`src/rtl/conv_enc.sv`:
```
// Rate-1/2, K=3 convolutional encoder. It takes one DATA_W-bit frame MSB-first and emits a 2*DATA_W-bit codeword.
// Timing: the frame is accepted on E0, one bit is coded per edge on E1..E(DATA_W), and valid pulses for one cycle after E(DATA_W).
module conv_enc #(
    parameter int         DATA_W = 8,
    parameter logic [2:0] G0     = 3'b111,
    parameter logic [2:0] G1     = 3'b101
) (
    input  logic                  clk,
    input  logic                  rst,
    input  logic                  en,
    input  logic [DATA_W-1:0]     data_in,
    output logic                  ready,
    output logic                  valid,
    output logic [2*DATA_W-1:0]   data_out
);

    localparam int CNT_W = (DATA_W > 1) ? $clog2(DATA_W) : 1;
    localparam logic [CNT_W-1:0] LAST = CNT_W'(DATA_W - 1);

    typedef enum logic [1:0] {IDLE, ENC, DONE} state_t;

    state_t                state_q, state_d;
    logic [1:0]            s_q, s_d;       // {s1, s0}
    logic [CNT_W-1:0]      cnt_q, cnt_d;
    logic [DATA_W-1:0]     msg_q, msg_d;
    logic [2*DATA_W-3:0]   cw_q, cw_d;
    logic [2*DATA_W-1:0]   dout_q, dout_d;

    logic                  u, c0, c1;
    logic [CNT_W-1:0]      idx;
    logic [2*DATA_W-1:0]   cw_shift;

    assign idx      = LAST - cnt_q;
    assign u        = msg_q[idx];
    assign c0       = ^({u, s_q} & G0);
    assign c1       = ^({u, s_q} & G1);
    // Pairs are shifted in at the bottom, so after DATA_W bits the first pair sits in the top two bits.
    assign cw_shift = {cw_q, c0, c1};

    assign ready    = (state_q == IDLE);
    assign valid    = (state_q == DONE);
    assign data_out = dout_q;

    always_ff @(posedge clk) begin
        if (rst) begin
            state_q <= IDLE;
            s_q     <= '0;
            cnt_q   <= '0;
            msg_q   <= '0;
            cw_q    <= '0;
            dout_q  <= '0;
        end else begin
            state_q <= state_d;
            s_q     <= s_d;
            cnt_q   <= cnt_d;
            msg_q   <= msg_d;
            cw_q    <= cw_d;
            dout_q  <= dout_d;
        end
    end

    always_comb begin
        state_d = state_q;
        s_d     = s_q;
        cnt_d   = cnt_q;
        msg_d   = msg_q;
        cw_d    = cw_q;
        dout_d  = dout_q;
        unique case (state_q)
            IDLE: begin
                if (en) begin
                    msg_d   = data_in;
                    s_d     = '0;
                    cnt_d   = '0;
                    cw_d    = '0;
                    state_d = ENC;
                end
            end
            ENC: begin
                s_d   = {u, s_q[1]};
                cnt_d = cnt_q + CNT_W'(1);
                cw_d  = cw_shift[2*DATA_W-3:0];
                if (cnt_q == LAST) begin
                    dout_d  = cw_shift;
                    cnt_d   = '0;
                    state_d = DONE;
                end
            end
            DONE: begin
                state_d = IDLE;
            end
            default: begin
                state_d = IDLE;
            end
        endcase
    end

endmodule

```
`config.mk`:
```
export PLATFORM = sky130hd
export DESIGN_NAME = conv_enc
export DESIGN_NICKNAME = d
export VERILOG_FILES = /design/src/rtl/conv_enc.sv
export SDC_FILE = /design/constraint.sdc
export NUM_CORES = 1
export LEC_CHECK = 0
export CAP_MARGIN = 20
export CORE_ASPECT_RATIO = 1.1
export CORE_UTILIZATION = 35
export DETAILED_ROUTE_END_ITERATION = 16
export MAX_ROUTING_LAYER = met4
export SYNTH_ARGS = -nofsm -noshare
export SYNTH_HDL_FRONTEND = slang
export SYNTH_SLANG_ARGS = --single-unit
```
`constraint.sdc`:
```
create_clock -name clk -period 2.4 [get_ports clk]
set_input_delay 0.24 -clock clk [delete_from_list [all_inputs] [get_ports clk]]
set_output_delay 0.24 -clock clk [all_outputs]
set_load 0.005 [all_outputs]
```
==> After elaboration in Yosys (flattened, before gate mapping) <==
Cells that the tools add are included.
{ "totals": {"word_cells": 34, "out_inout_bits": 18, "ff_bits": 45} }
{ "op_classes": {"reduce_logical": 8, "muxes": 12, "n_addsub": 2, "magnitude_cmp": 1, "eq_ne": 5} }
{ "ops": {"columns": ["operator", "count"], "rows": [
  ["$pmux W14 S2", 1],
  ["$mux W14", 1],
  ["$pmux W2 S2", 2],
  ["$reduce_and A2 Y1", 4],
  ["$mux W2", 3],
  ["$mux W3", 2],
  ["$pmux W3 S2", 1],
  ["$reduce_xor A3 Y1", 2],
  ["$lt A3 B4 Y1 const B", 1],
  ["$ne A2 B2 Y1 const B", 2],
  ["$add A3 B1 Y3 const B", 1],
  ["$bmux W1 S3", 1],
  ["$eq A3 B3 Y1 const B", 1],
  ["$sub A3 B3 Y3 const A", 1],
  ["$eq A2 B1 Y1 const B", 1],
  ["$eq A2 B2 Y1 const B", 1],
  ["$logic_not A2 Y1", 1],
  ["$reduce_bool A2 Y1", 1],
  ["$mux W1", 1]
]} }

==> Logic depth before layout (Yosys ltp) <==
Gate-level depths: netlist (run 1).
{ "depth": {"depth_word": 5, "depth_mapped": 6, "mapped_depth_nobuf": 5} }

==> Least setup slack after synthesis (run 1) <==
No wires, ideal clock.
{ "synth_timing": {"kind": "register -> register", "start": "reg cnt_q[0]", "end": "reg dout_q[1], in the netlist data_out[1]", "t_arrival_ns": 1.599, "setup_ns": 0.086, "stages_incl_launch_ff": 5, "path_slack_ns": 0.716, "n_path_buf": 0, "cell_sequence": "dfxtp_1 -> mux4_1 -> mux2_4 -> xnor3_1 -> a211oi_1"} }
{ "synth_between": {"elab_chain_cells": 4} }
{ "synth_rtl": {"columns": ["element", "line", "rtl"], "rows": [
  ["start: declaration", "24", "logic [CNT_W-1:0] cnt_q, cnt_d;"],
  ["start signal: assignment", "55", "cnt_q <= cnt_d;"],
  ["$sub A3 B3 Y3", "33", "assign idx = LAST - cnt_q;"],
  ["$bmux W1 S3", "34", "assign u = msg_q[idx];"],
  ["$mux W1 (implied by the code)", "34", null],
  ["$reduce_xor A3 Y1", "35", "assign c0 = ^({u, s_q} & G0);"],
  ["end signal: assignment", "58", "dout_q <= dout_d;"],
  ["end: declaration", "27", "logic [2*DATA_W-1:0] dout_q, dout_d;"]
]} }
Parallel ways exist; a longest one is shown, timed or not. The select of a mux whose other input is x is not followed.
A chain may end at the register's enable or synchronous reset.

==> Worst setup path in the final report (run 1) <==
Ends and elaborated chain as after synthesis.

==> impl_metrics.ini, run 1 <==
[outcome]
outcome = completed

[floorplan]
rows = 25
dieArea_sq_um = 5031
die_w_um = 67.72
initial_core_util_pct = 37.44
die_h_um = 74.29
core_sq_um = 4442
io_pins = 29

[placement]
pre_cts_slack_ns = 0.6032
place.gp.congestion = 0.7375
dp_hpwl_um = 2146
io_buffers = 28

[clocking]
cts_buffers = 5
cts_max_path_buffers = 2
post_cts_resize_count = 0
clkSlewWorstSetupHoldPaths_ns = 0.08
cts_root_buffer = clkbuf_8
cts_tree = built
h-tree-depth = 2
clock_latency_ns = 0.29
hold_buffers = 0
cts_setup_buffers = 0
clock-sinks = 45

[power_and_ir_drop]
p_per_area_nw_per_um2 = 652.2
power.share.clock_pct = 37.1
cellInternalPower_mw = 1.062
power_switching_mw = 0.3087
swShare_pct = 22.52
vdd_drop_max_mv = 0.3191
p_comb_share_pct = 6.9
p_leak_nw = 0.7428
seq_power_share_pct = 56.0
total_power_mw = 1.371

[synthesis]
yosys_warnings = 0
synth.most_common_cell = nand2_1
async_flop_share_pct = 0
ys_types = 25
synth-compound-area-share_pct = 16.33
ys_top_cells_by_area = dfxtp_1, nand2_1, a21oi_1
synthMuxAreaShare_pct = 4.063
synthAdderAreaFrac_pct = 1.505
synth-seq-area-share_pct = 54.18
synth_top_family_by_area = simple AND/OR/NAND/NOR gates
synthXorXnorAreaFrac_pct = 1.881
ys_top_cells_by_count = nand2_1, dfxtp_1, a21oi_1, nor2_1, a22oi_1
syn_avg_cell_area_sq_um = 8.845
synth_top_cell_by_area = dfxtp_1
syn-cell-area_sq_um = 1663
synth_edf_count = 0
ys_seq_elements = 45
yosys.area_share.simple_pct = 18.96
synth_flop_cell = dfxtp_1
synth_fp_nets = 201
synth.top_cell.area_share_pct = 54.18
synthesis.instances = 188

[setup_path]
end_kind = flop
crit-reg2reg-capture = data_out[1]$_SDFFE_PP0P_
cp_max_fo = 5
timing.rr.start = cnt_q[0]$_SDFFE_PP0P_
path_class = flop to flop
rrSetupSlack_ns = 0.59
r2r_cells = 4
required_ns = 2.62
worstPathArrival_ns = 2.02
crit_path_start_kind = flop

[grt]
grt_pass1_wl_um = 5375
use_met1_pct = 18.66
grt-ovfl-total = 0
grt.total_usage_pct = 14.75
grt.busiest_layer = met2
antenna_found_initial = 0
grt_pass1_vias = 1182
grt_max_degree = 31
met2_usage_pct = 22.00
grt_util_met3_pct = 4.141

[final_layout]
nFillCells = 439
antennaDiodeCount = 0
drive_above_1_share_pct = 6.452
syn2layout_area_growth_pct = 26.41
nNetsFinal = 229

[sta]
setup_ws_ns = 0.5924
worst_slew_pin_slew_ns = 0.5655
skew_ns = 0.001340
rsz0062_at_grt = false
fmax_mhz = 553.2
hold_violations = 0
min_period_ns = 1.808
setup_viol = 0
slew_headroom_pct = 62.20
fin_setup_tns_ns = 0
finalCritPeriodShare_pct = 75.32
drv_slew = 0

[route]
viasPerCell = 4.815
drtAntennaViolNets = 0
wl_um = 3213
drc = 0
drt_iter0_markers = 76
avgRoutedWirePerCell_um = 11.86
first_pass_iters = 4
vias = 1305

[flow_run]
cap_violations = 0

[min_path]
hold_path.class = flop to flop
hold_path_end = msg_q[5]$_SDFFE_PP0P_
hold_start = msg_q[5]$_SDFFE_PP0P_
hold_depth = 2
area by class of cell:
cell class                      instances  area [sq um]  area share [%]
Inverter                                1         3.754          0.1786
Sequential cell                        45         900.9           42.86
Multi-Input combinational cell        130         710.7           33.81
Clock buffer                            7         96.34           4.583
Tap cell                               54         67.56           3.214
Timing Repair Buffer                   33         317.8           15.12
Clock inverter                          1         5.005          0.2381
worst max-delay path, stage by stage (launching register included):
cell	delay, ns
dfxtp_1	0.43
mux4_1	0.58
mux2_4	0.30
xnor3_1	0.20
a211oi_1	0.22
power by group through the flow:
stage,clock [mW],sequential (mW),combinational (mW)
detailed placement,0,0.785,0.0951
global placement,0,0.785,0.0951
CTS,0.518,0.768,0.0952
finish,0.509,0.768,0.0945
global route,0.552,0.770,0.105
floorplan,0,0.783,0.0595
layout by cell type (no fill, tap or decap), types with 2 or more instances in the layout:
master,instances
a211oi_1,2
a21oi_1,25
a22oi_1,15
buf_4,5
clkbuf_8,7
clkdlybuf4s50_1,28
dfxtp_1,45
ha_1,2
mux4_1,2
nand2_1,47
nand2b_1,2
nand3_1,2
nor2_1,21
nor2b_1,2
metal layers:
| layer | vias to the layer above | share of wire, % |
|---|---|---|
| met2 | 29 | 44 |
| met3 | 6 | 4.2 |
| met5 | - | 0 |
| li1 | 694 | - |
| met1 | 576 | 50 |
| met4 | 0 | 1.6 |
cell families after synthesis:
group / after synthesis
xor gates and xnor gates: 2
adders and majority gates: 2
DFF: 45
and+or+nand+nor: 78
buffers and inverters: 13
AOI/OAI and AO/OA: 45
muxes: 3
through the flow:
step           instances  cell area [sq um]  hold slack [ns]  util (%)
3_3_place_gp         263               2001           0.4389     45.04
2_1_floorplan        188               1663           0.3760         -
6_report             271               2102           0.4525     47.32
5_1_grt              271               2102           0.4699     47.32
4_1_cts              271               2102           0.4542     47.32
3_5_place_dp         263               2001           0.4431     45.04
state kept, by name (all words and copies together), names as in the netlist:
signal	count
data_out	16
cw_q	14
msg_q	8
cnt_q	3
s_q	2
state_q	2
how the worst max path moves through the flow:
stage	startpoint	endpoint	slack, ns	cells past startpoint
after CTS	cnt_q[0]$_SDFFE_PP0P_	data_out[1]$_SDFFE_PP0P_	0.59	4
after detailed placement	cnt_q[0]$_SDFFE_PP0P_	data_out[1]$_SDFFE_PP0P_	0.60	4
after global routing	state_q[0]$_SDFFE_PP0P_	data_out[15]$_SDFFE_PP0P_	0.45	5
final	cnt_q[0]$_SDFFE_PP0P_	data_out[1]$_SDFFE_PP0P_	0.59	4
after global placement	cnt_q[0]$_SDFFE_PP0P_	data_out[1]$_SDFFE_PP0P_	0.61	4
after floorplan	cnt_q[0]$_SDFFE_PP0P_	data_out[1]$_SDFFE_PP0P_	0.72	4
No activity file was read; power rests on OpenSTA's default activity.
==> run 2: changes to the inputs <==
==> constraint.sdc (replaced) <==
create_clock -name clk -period 1.8 [get_ports clk]
set_input_delay 0.18 -clock clk [delete_from_list [all_inputs] [get_ports clk]]
set_output_delay 0.18 -clock clk [all_outputs]
set_load 0.005 [all_outputs]
==> impl_metrics.ini, run 2 (synthesis results as in run 1) <==
[grt]
antenna_found_initial = 0
grt_pass1_vias = 1181
grt.total_usage_pct = 15.33
met2_usage_pct = 22.22
grt-ovfl-total = 0
grt_pass1_wl_um = 5554
grt.busiest_layer = met2
grt_util_met3_pct = 5.061
grt_max_degree = 20
use_met1_pct = 19.62

[final_layout]
antennaDiodeCount = 0
nFillCells = 455
final_cells = 275
largest_reg_flops = 16
drive_above_1_share_pct = 8.597
syn2layout_area_growth_pct = 28.29
nNetsFinal = 233
final_cell_mix = nand2_1, dfxtp_1, clkdlybuf4s50_1
layout_commonest_cell = nand2_1

[clocking]
hold_buffers = 0
cts_tree = built
cts_root_buffer = clkbuf_8
cts_setup_buffers = 0
cts_max_path_buffers = 2
cts_buffers = 5
h-tree-depth = 2
post_cts_resize_count = 0
clkSlewWorstSetupHoldPaths_ns = 0.08
clock-sinks = 45
clock_latency_ns = 0.29

[sta]
rsz0062_at_grt = false
fin_hold_ws_ns = 0.4216
worst_slew_pin_slew_ns = 0.3168
min_period_ns = 1.719
fmax_mhz = 581.6
slew_headroom_pct = 78.83
drv_slew = 0
finalCritPeriodShare_pct = 95.52
setup_viol = 0
fin_setup_tns_ns = 0
skew_ns = 0.004467
hold_violations = 0

[route]
viasPerCell = 4.815
drc = 0
vias = 1324
avgRoutedWirePerCell_um = 11.31
first_pass_iters = 4
wl_um = 3109
drtAntennaViolNets = 0
drt_iter0_markers = 87

[setup_path]
worstPathArrival_ns = 1.93
path_class = flop to flop
rrSetupSlack_ns = 0.08
critPathSlowestCell = mux4_1
required_ns = 2.01
r2r_cells = 4
path_buf_inv = 0
timing.rr.start = cnt_q[1]$_SDFFE_PP0P_
end_kind = flop
crit-reg2reg-capture = data_out[1]$_SDFFE_PP0P_
max_stage_delay_ns = 0.55
crit_path_start_kind = flop
cp.depth = 4
startpoint = cnt_q[1]$_SDFFE_PP0P_
critical-path-top-delay-family = multiplexers
crit_end = data_out[1]$_SDFFE_PP0P_
path_cells = mux4_1, mux2_4, xnor3_1, a211oi_1
cp_max_fo = 4

[floorplan]
die_w_um = 67.72
dieArea_sq_um = 5031
io_pins = 29
rows = 25
die_h_um = 74.29
core_sq_um = 4442
initial_core_util_pct = 37.44

[placement]
placedCellCount = 267
dp_hpwl_um = 2164
place.gp.congestion = 0.7260
io_buffers = 28

[power_and_ir_drop]
p_per_area_nw_per_um2 = 853.5
p_leak_nw = 0.7630
vdd_drop_max_mv = 0.3962

[outcome]
outcome = completed

[flow_run]
cap_violations = 0

[min_path]
hold_path.class = input port to flop
[run 2: final cells by class]
class | count | area (sq um) | area share [%]
Inverter | 1 | 3.754 | 0.1760
Multi-Input combinational cell | 130 | 710.7 | 33.31
Timing Repair Buffer | 37 | 347.8 | 16.30
Sequential cell | 45 | 902.1 | 42.29
Clock buffer | 7 | 96.34 | 4.516
Clock inverter | 1 | 5.005 | 0.2346
Tap cell | 54 | 67.56 | 3.167
[run 2: how the worst min path moves through the flow]
stage	depth (start not counted)	startpoint	end
2_1_floorplan	2	data_in[0]	msg_q[0]$_SDFFE_PP0P_
3_3_place_gp	2	msg_q[5]$_SDFFE_PP0P_	msg_q[5]$_SDFFE_PP0P_
3_5_place_dp	2	msg_q[2]$_SDFFE_PP0P_	msg_q[2]$_SDFFE_PP0P_
4_1_cts	3	data_in[0]	msg_q[0]$_SDFFE_PP0P_
5_1_grt	3	data_in[7]	msg_q[7]$_SDFFE_PP0P_
6_report	3	data_in[0]	msg_q[0]$_SDFFE_PP0P_
[run 2: worst reg2reg max path: cells and delay by family, from the launching register on]
family,cells,cell delay (ns)
multiplexers,2,0.85
flip-flops,1,0.36
XOR/XNOR,1,0.20
AO/OA/AOI/OAI,1,0.24
[run 2: per-layer routing]
metal,part of all wire (%),wire (um),vias to the layer above
met5,0,0,-
met4,1.4,45,0
met3,3.6,113,4
met2,46,1423,30
met1,49,1527,592
li1,-,-,698
[run 2: report_power, final]
part | leakage [nW] | internal, mW | switching, mW
clock | 0.0542 | 0.347 | 0.321
sequential | 0.365 | 1.01 | 0.0105
combinational | 0.344 | 0.0609 | 0.0704
total | 0.763 | 1.42 | 0.401
[run 2: stage by stage]
stage               cell area (sq um)  setup WS, ns  util (%)  total power, mW
finish                           2133       0.08066     48.03            1.821
floorplan                        1663        0.1156         -            1.123
detailed placement               2031       0.02940     45.72            1.179
global route                     2133       0.01452     48.03            1.913
global placement                 2031       0.07812     45.72            1.178
CTS                              2132       0.01272     48.00            1.858
